### config.mk
export PLATFORM = sky130hd
export DESIGN_NAME = seq_multiplier
export DESIGN_NICKNAME = d
export VERILOG_FILES = /design/src/rtl/seq_multiplier.sv
export SDC_FILE = /design/constraint.sdc
export NUM_CORES = 1
export LEC_CHECK = 0
export CAP_MARGIN = 5
export CORE_AREA = 2 2 71 73
export DETAILED_ROUTE_END_ITERATION = 8
export DIE_AREA = 0 0 73 75
export PLACE_DENSITY_LB_ADDON = 0.12
export SLEW_MARGIN = 20
export SYNTH_ARGS = -nofsm -noshare
export SYNTH_HDL_FRONTEND = slang
export SYNTH_SLANG_ARGS = --single-unit
### constraint.sdc
create_clock -name clock -period 4.7 [get_ports clock]
set_clock_uncertainty 0.1 [all_clocks]
set_input_delay 1.175 -clock clock [delete_from_list [all_inputs] [get_ports clock]]
set_output_delay 1.175 -clock clock [all_outputs]
set_load 0.005 [all_outputs]
### src/rtl/seq_multiplier.sv
//------------------------------------------------------------------------------
// seq_multiplier -- WIDTH-bit shift-add multiplier with start/busy/done handshake
//                   and optional two's-complement operation.
// Revision: 1.0
//------------------------------------------------------------------------------
`default_nettype none

module seq_multiplier #(
  parameter int WIDTH     = 8,
  parameter bit SIGNED_EN = 1'b1
) (
  input  logic                 clock,
  input  logic                 reset,
  input  logic                 start,
  input  logic                 signed_mode,
  input  logic [WIDTH-1:0]     multiplicand,
  input  logic [WIDTH-1:0]     multiplier,
  output logic                 busy,
  output logic                 done,
  output logic [2*WIDTH-1:0]   product
);

  localparam int c_CNT_W = $clog2(WIDTH + 1);

  typedef enum logic [1:0] {
    IDLE = 2'd0,
    CALC = 2'd1,
    FIX  = 2'd2
  } state_t;

  state_t               r_state;
  state_t               w_next;
  logic [WIDTH-1:0]     r_m;
  logic [WIDTH-1:0]     r_a;
  logic                 r_c;
  logic [WIDTH-1:0]     r_q;
  logic [c_CNT_W-1:0]   r_cnt;
  logic                 r_neg;
  logic                 r_done;
  logic [2*WIDTH-1:0]   r_product;

  logic                 w_signed_op;
  logic [WIDTH-1:0]     w_m_abs;
  logic [WIDTH-1:0]     w_q_abs;
  logic [WIDTH:0]       w_sum;

  // Magnitudes fit in WIDTH unsigned bits, including the most negative value.
  assign w_signed_op = SIGNED_EN && signed_mode;
  assign w_m_abs     = (w_signed_op && multiplicand[WIDTH-1]) ? -multiplicand : multiplicand;
  assign w_q_abs     = (w_signed_op && multiplier[WIDTH-1])   ? -multiplier   : multiplier;
  assign w_sum       = r_q[0] ? ({1'b0, r_a} + {1'b0, r_m}) : {r_c, r_a};

  always_ff @(posedge clock) begin
    if (reset) begin
      r_state <= IDLE;
    end else begin
      r_state <= w_next;
    end
  end

  always_comb begin
    w_next = r_state;
    case (r_state)
      IDLE:    if (start) w_next = CALC;
      CALC:    if (r_cnt == c_CNT_W'(1)) w_next = FIX;
      FIX:     w_next = IDLE;
      default: w_next = IDLE;
    endcase
  end

  always_ff @(posedge clock) begin
    if (reset) begin
      r_m       <= '0;
      r_a       <= '0;
      r_c       <= 1'b0;
      r_q       <= '0;
      r_cnt     <= '0;
      r_neg     <= 1'b0;
      r_done    <= 1'b0;
      r_product <= '0;
    end else begin
      r_done <= 1'b0;
      case (r_state)
        IDLE: begin
          if (start) begin
            r_m   <= w_m_abs;
            r_q   <= w_q_abs;
            r_neg <= w_signed_op && (multiplicand[WIDTH-1] ^ multiplier[WIDTH-1]);
            r_a   <= '0;
            r_c   <= 1'b0;
            r_cnt <= c_CNT_W'(WIDTH);
          end
        end
        CALC: begin
          // Add-then-shift of {C,A,Q} folded into one cycle; zero enters C.
          r_c   <= 1'b0;
          r_a   <= w_sum[WIDTH:1];
          r_q   <= {w_sum[0], r_q[WIDTH-1:1]};
          r_cnt <= r_cnt - c_CNT_W'(1);
        end
        FIX: begin
          r_product <= r_neg ? -{r_a, r_q} : {r_a, r_q};
          r_done    <= 1'b1;
        end
        default: ;
      endcase
    end
  end

  assign busy    = (r_state != IDLE);
  assign done    = r_done;
  assign product = r_product;

endmodule

`default_nettype wire

Word level (Yosys, flattened, before mapping):

Cells that the tools add are included.

* add/subtract/negate cells: 5
* multiply operators: 0
* div/mod/pow operators: 0
* $lt $le $gt $ge: 0
* equal/unequal tests: 5
* shifts and indexed selects: 0
* mux-type cells: 16
* bitwise logic cells: 1
* reductions and logical operators: 9

Operators with widths (count)
* $mux W8: 4
* $pmux W8 S2: 2
* $mux W16: 1
* $neg A16 Y16: 1
* $neg A8 Y8: 2
* $add A8 B8 Y9: 1
* $mux W9: 1
* $pmux W4 S2: 1
* $reduce_and A2 Y1: 3
* $eq A4 B1 Y1 const B: 1
* $mux W2: 2
* $mux W4: 1
* $ne A2 B2 Y1 const B: 2
* $pmux W2 S2: 1
* $reduce_bool A2 Y1: 2
* $sub A4 B1 Y4 const B: 1
* $logic_and A1 B1 Y1: 3
* $eq A2 B1 Y1 const B: 1
* $eq A2 B2 Y1 const B: 1
* $logic_not A2 Y1: 1
* $mux W1: 2
* $pmux W1 S2: 1
* $xor A1 B1 Y1: 1

* register bits after elaboration: 49
* bits in latches: 0
* memory bits (writable): 0
* bits in read-only memories: 0
* input port bits: 20
* output and inout port bits: 18
* logic and storage cells: 45
* memories kept: 0

Longest topological paths before layout:

Gate-level depths: netlist (run 1).

* depth after elaboration: 4
* mapped depth: 8
* depth with buffers taken out: 7

Worst setup path after synthesis (run 1):

Ideal clock, no wire load.

* path kind: input -> register
* start: input multiplier[0]
* end: register r_q[1]
* library setup time: 128 ps
* arrival: 2062 ps
* data required time: 4472 ps
* path slack: 2410 ps
* cell stages on the path: 5
* buffers on the path: 0
* path through: inv_1 -> ha_1 -> mux2_2 -> a222oi_1 -> nor2_1

* cells in the longest elaborated chain, start to end: 4

RTL lines
* from (decl): line 17 `input logic [WIDTH-1:0] multiplier,`
* $neg A8 Y8: line 50 `assign w_q_abs = (w_signed_op && multiplier[WIDTH-1]) ? -multiplier : multiplier;`
* $mux W8: line 50
* $mux W8: line 85 `if (start) begin`
* $pmux W8 S2: line 83 `case (r_state)`
* to (signal assigned): line 87 `r_q <= w_q_abs;`
* to (signal assigned): line 98 `r_q <= {w_sum[0], r_q[WIDTH-1:1]};`
* to (decl): line 36 `logic [WIDTH-1:0] r_q;`

Every way passes these cells. The select of a mux whose other input is x is not followed.
A chain may end at the register's enable or synchronous reset.

Final worst setup path (run 1):

* start: register r_state[0]
* end: output busy

* cells in the longest elaborated chain, start to end: 1

RTL lines
* from (decl): line 31 `state_t r_state;`
* from (signal assigned): line 57 `r_state <= w_next;`
* $reduce_bool A2 Y1: line 110 `assign busy = (r_state != IDLE);`
* to (decl): line 18 `output logic busy,`

Every way passes these cells.

==> results of run 1 <==
==> final cells by class <==
type	count	area [sq um]	area share, %
Tap cell	54	67.6	2.11
Inverter	11	41.3	1.29
Multi-Input combinational cell	249	1640	51.3
Clock buffer	6	82.6	2.58
Timing Repair Buffer	40	393	12.3
Sequential cell	48	961	30.0
Clock inverter	2	15.0	0.469
==> path summary, 6_finish.rpt <==
check	to	slack, ns	depth (start not counted)
min	product[14]	0.35	2
max reg2reg	product[8]	2.30	6
min reg2reg	product[14]	0.35	2
max	busy	1.94	3
==> per-stage QoR <==
stage / worst slack [ns] / utilization (%) / total power [mW]
floorplan: 2.41 / - / 0.592
global placement: 1.68 / 66.6 / 0.643
detailed placement: 1.67 / 66.6 / 0.649
CTS: 1.93 / 68.7 / 0.906
global route: 1.79 / 68.7 / 0.943
finish: 1.94 / 68.7 / 0.897
==> power groups by stage <==
stage | clock (mW) | sequential, mW | combinational [mW]
2_1_floorplan | 0 | 0.451 | 0.141
6_report | 0.257 | 0.458 | 0.182
3_3_place_gp | 0 | 0.466 | 0.178
5_1_grt | 0.278 | 0.462 | 0.203
4_1_cts | 0.265 | 0.458 | 0.183
3_5_place_dp | 0 | 0.467 | 0.182
==> synth_stat cells, drive strengths merged (2+ instances only) <==
| cell type | count |
|---|---|
| clkbuf | 14 |
| mux2i | 4 |
| a211o | 2 |
| nor2 | 44 |
| o21bai | 4 |
| o21ai | 15 |
| a211oi | 18 |
| nand2 | 29 |
| a21o | 2 |
| a311oi | 2 |
| o31a | 2 |
| nor4 | 2 |
| or3 | 3 |
| dfxtp | 48 |
| a22oi | 2 |
| nor3 | 8 |
| o31ai | 4 |
| a222oi | 6 |
| o41ai | 3 |
| xor2 | 18 |
| nand2b | 3 |
| xnor2 | 10 |
| a31oi | 4 |
| inv | 11 |
| nand3 | 8 |
| a21oi | 23 |
| o2111ai | 2 |
| a221oi | 3 |
| nor2b | 6 |
| ha | 13 |
| buf | 6 |
==> metal layers <==
| metal | global-route usage, % | vias to the layer above | part of all wire (%) |
|---|---|---|---|
| li1 | - | 1241 | - |
| met1 | 27.6 | 1089 | 46 |
| met2 | 40.4 | 53 | 49 |
| met3 | 4.15 | 6 | 3.8 |
| met4 | 7.82 | 0 | 1.3 |
| met5 | 0 | - | 0 |
==> state kept, by name, indices dropped and copies added (netlist names) <==
register	cells
r_a	8
done	1
r_neg	1
r_state	2
r_cnt	4
r_m	8
product	16
r_q	8
==> placed cells by master, fill, tap and decap left out, types with 4 or more instances in the layout <==
cell | Yosys | routed
xor2_1 | 18 | 18
a31oi_1 | 4 | 4
a211oi_1 | 17 | 17
nand2_1 | 29 | 29
nor3_1 | 8 | 8
clkdlybuf4s50_1 | 0 | 37
a21oi_1 | 23 | 23
o21bai_1 | 4 | 4
a222oi_1 | 6 | 6
clkbuf_8 | 0 | 6
inv_1 | 11 | 11
nand3_1 | 8 | 8
ha_1 | 13 | 13
nor2b_1 | 6 | 6
o21ai_1 | 4 | 4
o21ai_0 | 11 | 11
mux2i_1 | 4 | 4
dfxtp_1 | 48 | 48
xnor2_1 | 10 | 10
nor2_1 | 44 | 44
==> kinds of logic (layout without fill, tap and decap cells) <==
logic type | Yosys count | count (layout)
adders and majority gates | 14 | 14
DFF | 48 | 48
xor gates and xnor gates | 28 | 28
muxes | 5 | 5
and+or+nand+nor | 106 | 106
AOI/OAI and AO/OA | 96 | 96
buffers and inverters | 31 | 59
==> worst max-delay path, stage by stage (launching register included) <==
cell and delay, ns:
dfxtp_1 0.48, nor2_1 0.14, inv_1 0.07, clkdlybuf4s50_1 0.49
==> metrics, run 1 <==
status finished clean; post-cts sizing count 0; maxcap violations 0; Placed Cells 402; Total GRT Usage 22.7%; clock power share 28.6%; drt initial violations 135; total CTS buffers 5; initial antenna violation count 0; post-synth top area cell dfxtp_1; # hold bufs at CTS 0; EDFF count, synth 0; fin crit period 2.76 ns; vias in the first global route 2186; Yosys cell types 45; Final Routed Wirelength 5.77 mm; CP Launch Point r_state[0]; Fillers 411; main combinational cell family by area after synthesis compound AO/OA/AOI/OAI gates; element type at the critical path end output port; Die Width 73 um; Reg clk slew, reported paths 0.09 ns; vias 2389; core region area 0.00466 sq mm; Final GP Congestion 0.864; main area contributors after synthesis dfxtp_1 35%, nor2_1 6.1%, ha_1 6.0%, xor2_1 5.8%, a211oi_1 4.7%; clock buffer depth 2; Hold Violations, Final 0; Synth Area in Adders 6.71%; Switching Fraction 29.8%; first-pass GRT wire length 9.72 mm; crit path launch type flop; DR vias/cell 5.83; Seq pwr share 51.0%; Syn Inst Count 328; hold_ws 0.354 ns; slew margin rel. 29.1%; DP Wirelength 4.35 mm; setup_tns 0 ns; CTS H-tree lvls 2; Max Fclk 363 MHz; critical path fanouts, max 8; Setup Buffers After CTS 0; Syn. warnings 0; Top FF cell, synth dfxtp_1; sequential fraction of the synthesis area 35.3%; Final setup violation count 0; ys async rst share 0%; area share of xor/xnor cells in the synthesized design 9.00%; CTS Root Cell clkbuf_8; Synthesized Nets 362; total grt overflow 0; worst vdd ir 192 uV; PD cells 280 mW/mm^2; placed inst area 0.00310 sq mm; Leak 1.19 nW; hold crit path type reg -> reg; Yosys top cell area share 35.3%; initial core utilization 58.4%; Die Height 75 um; Max Transition Viols Final 0; post-synthesis mux area share 1.88%; Die Area 0.00548 sq mm; fin cells 410; Yosys reg bits 48; routed length per instance 14.1 um; I/O pins 38; Port Buffer Count 37; row cnt 25; NetSw 0.268 mW; drc violations 0; Nets 389; Power Internal 0.630 mW; post-synthesis simple-gate area fraction 17.5%; critical path type reg -> out; fraction of layout cells with a size suffix above 1 5.06%; RSZ-0062 raised after global routing false; Arrival @ worst endpoint 1.48 ns; compound-gate portion of the synthesized area 25.2%; n_diodes 0; Clock Sinks 48; crit share post-route 58.7%; HP Start product[14]; P&R area growth vs syn 17.5%; post-route cell area 0.00320 sq mm; TritonRoute pass-1 iters 4; worst skew pair latency 0.30 ns; largest net degree at the start of global routing 30; Routed Antenna Nets 0; required time at the worst-slack endpoint 3.42 ns; reg-to-reg startpoint r_q[0]; combinational share of power 20.3%; Slew @ Worst Pin 1.06 ns; CTS tree built; mean post-synth cell area 8.30 sq um; post-synthesis instance area 0.00272 sq mm
Power figures use the tool's default switching activity.
==> run 2, diff against run 1 <==
- CORE_AREA: 2 2 71 73 -> 2 2 74 76
- DIE_AREA: 0 0 73 75 -> 0 0 76 78
- clock period: 4.7 -> 2.9 ns (I/O delays scaled with it)
==> run 2 against run 1 <==
Effect of this change:
- total power is 60% higher
- non-clock buffer count up 7
- combinational power is 70% higher
- final area is 2.0% higher
- critical endpoint is now r_a[6]
==> metrics, run 2 (synthesized netlist as in run 1, its figures left out) <==
status finished clean; Die Width 76 um (+4.1%); RSZ-0062 raised after global routing false; fraction of layout cells with a size suffix above 1 6.89% (+1.8 points); fin cells 433 (+5.6%); Total GRT Usage 19.6% (-3.1 points); Die Area 0.00593 sq mm (+8.3%); Final Routed Wirelength 5.60 mm (-2.9%); critical path fanouts, max 8 (unchanged); kind of cell adding the most delay to the critical path compound AO/OA/AOI/OAI gates; post-route cell area 0.00326 sq mm (+2.0%); Buf+Inv Stages, Crit Path 0 (-2); setup_tns 0 ns (unchanged); crit share post-route 80.0%; most common cell after layout, fill and taps aside dfxtp_1; hold crit path type reg -> reg; Final Util 64.7% (-4.0 points); # hold bufs at CTS 0 (unchanged); Leak 1.23 nW (+3.3%); clock buffer depth 2 (unchanged); Worst path depth 6 (+3); DR vias/cell 5.56 (-4.6%); crit path launch type flop; Clock Sinks 48 (unchanged); CTS Root Cell clkbuf_8; PD cells 440 mW/mm^2 (+57%); CTS H-tree lvls 2 (unchanged); element type at the critical path end flop; hold_ws 0.352 ns (-0.00196 ns); largest net degree at the start of global routing 23 (-23%); worst skew pair latency 0.30 ns (about the same); Setup Buffers After CTS 0 (unchanged); WHS Path Cells 2 (unchanged); Hold Violations, Final 0 (unchanged); CP max stage cell dfxtp_1; Die Height 78 um (+4.0%); Routed Antenna Nets 0 (unchanged); required time at the worst-slack endpoint 3.01 ns (-0.41 ns); Placed Cells 425 (+5.7%); placed inst area 0.00318 sq mm (+2.3%); total CTS buffers 5 (unchanged); P&R area growth vs syn 19.8%; post-cts sizing count 0 (unchanged); Nets 396 (+1.8%); Fillers 470 (+14%); n_diodes 0 (unchanged); vias 2408 (+0.80%); Reg clk slew, reported paths 0.09 ns (about the same); row cnt 26 (+4.0%); vias in the first global route 2157 (-1.3%); first-pass GRT wire length 9.57 mm (-1.6%); DP Wirelength 4.40 mm (+1.1%); Final GP Congestion 0.854 (-1.1%); total grt overflow 0 (unchanged); Slew @ Worst Pin 0.590 ns (-0.471 ns); Max Transition Viols Final 0 (unchanged); R2R cell count 6 (unchanged); Max Fclk 431 MHz; critical-path cell list ha_1 > a211oi_2 > o21bai_1 > a2111oi_2 > o21ai_0 > a221oi_1; Final setup violation count 0 (unchanged); I/O pins 38 (unchanged); max FFs per register 16 (unchanged); Port Buffer Count 37 (unchanged); most frequent cells in the layout 48 x dfxtp_1, 44 x nor2_1, 37 x clkdlybuf4s50_1; CTS tree built; CP max stage delay 0.53 ns (+0.04 ns); initial core utilization 54.0% (-4.4 points); drc violations 0 (unchanged); fin crit period 2.32 ns; Arrival @ worst endpoint 2.43 ns (+0.95 ns); core region area 0.00504 sq mm (+8.2%); critical path type reg -> reg; drt initial violations 116 (-14%); slew margin rel. 60.6% (+31 points); maxcap violations 0 (unchanged); TritonRoute pass-1 iters 5 (+1); worst vdd ir 285 uV (+49%); initial antenna violation count 0 (unchanged); routed length per instance 12.9 um (-8.1%)
[run 2: cell types whose count changed in the layout (fill, tap and decap cells not counted)]
cell | before | now
clkinvlp_4 | 2 | 0
clkinv_4 | 0 | 1
clkbuf_8 | 6 | 5
buf_4 | 3 | 10
clkinv_2 | 0 | 2
[run 2: final cells by class]
cell class,count,area (sq um),area share [%]
Multi-Input combinational cell,249,1640,50.3
Sequential cell,48,961,29.4
Timing Repair Buffer,47,445,13.7
Tap cell,70,87.6,2.68
Clock buffer,5,68.8,2.11
Inverter,11,41.3,1.27
Clock inverter,3,18.8,0.575
[run 2: report_power, final]
part           internal, mW  total [mW]  switching (mW)  leakage [nW]
clock network         0.168       0.389           0.221        0.0479
logic                 0.144       0.310           0.167         0.794
registers             0.692       0.735          0.0423         0.391
[run 2: final timing paths]
| path | start | end | slack (ns) |
|---|---|---|---|
| worst min-delay path | product[14] | product[14] | 0.35 |
| worst max register to register | r_a[1] | r_a[6] | 0.58 |
| worst min register to register | product[14] | product[14] | 0.35 |
| worst max-delay path | r_a[1] | r_a[6] | 0.58 |
[run 2: metrics by stage]
stage | setup slack (ns) | total power [mW]
global placement | 0.464 | 1.05
CTS | 0.582 | 1.45
global route | 0.382 | 1.51
detailed placement | 0.425 | 1.06
floorplan | 0.848 | 0.960
finish | 0.580 | 1.43
[run 2: layer usage]
layer | share of wire [%] | wire [um] | track usage (%)
met5 | 0 | 0 | 0
met1 | 47 | 2610 | 23.8
met2 | 48 | 2690 | 35.2
met4 | 1.1 | 63 | 6.18
met3 | 4.1 | 230 | 3.49
[run 2: worst min-delay path: cells and delay by family (launching register included)]
kind	cells	cell delay (ns)
flops	1	0.32
simple gates	1	0.05
compound gates	1	0.05
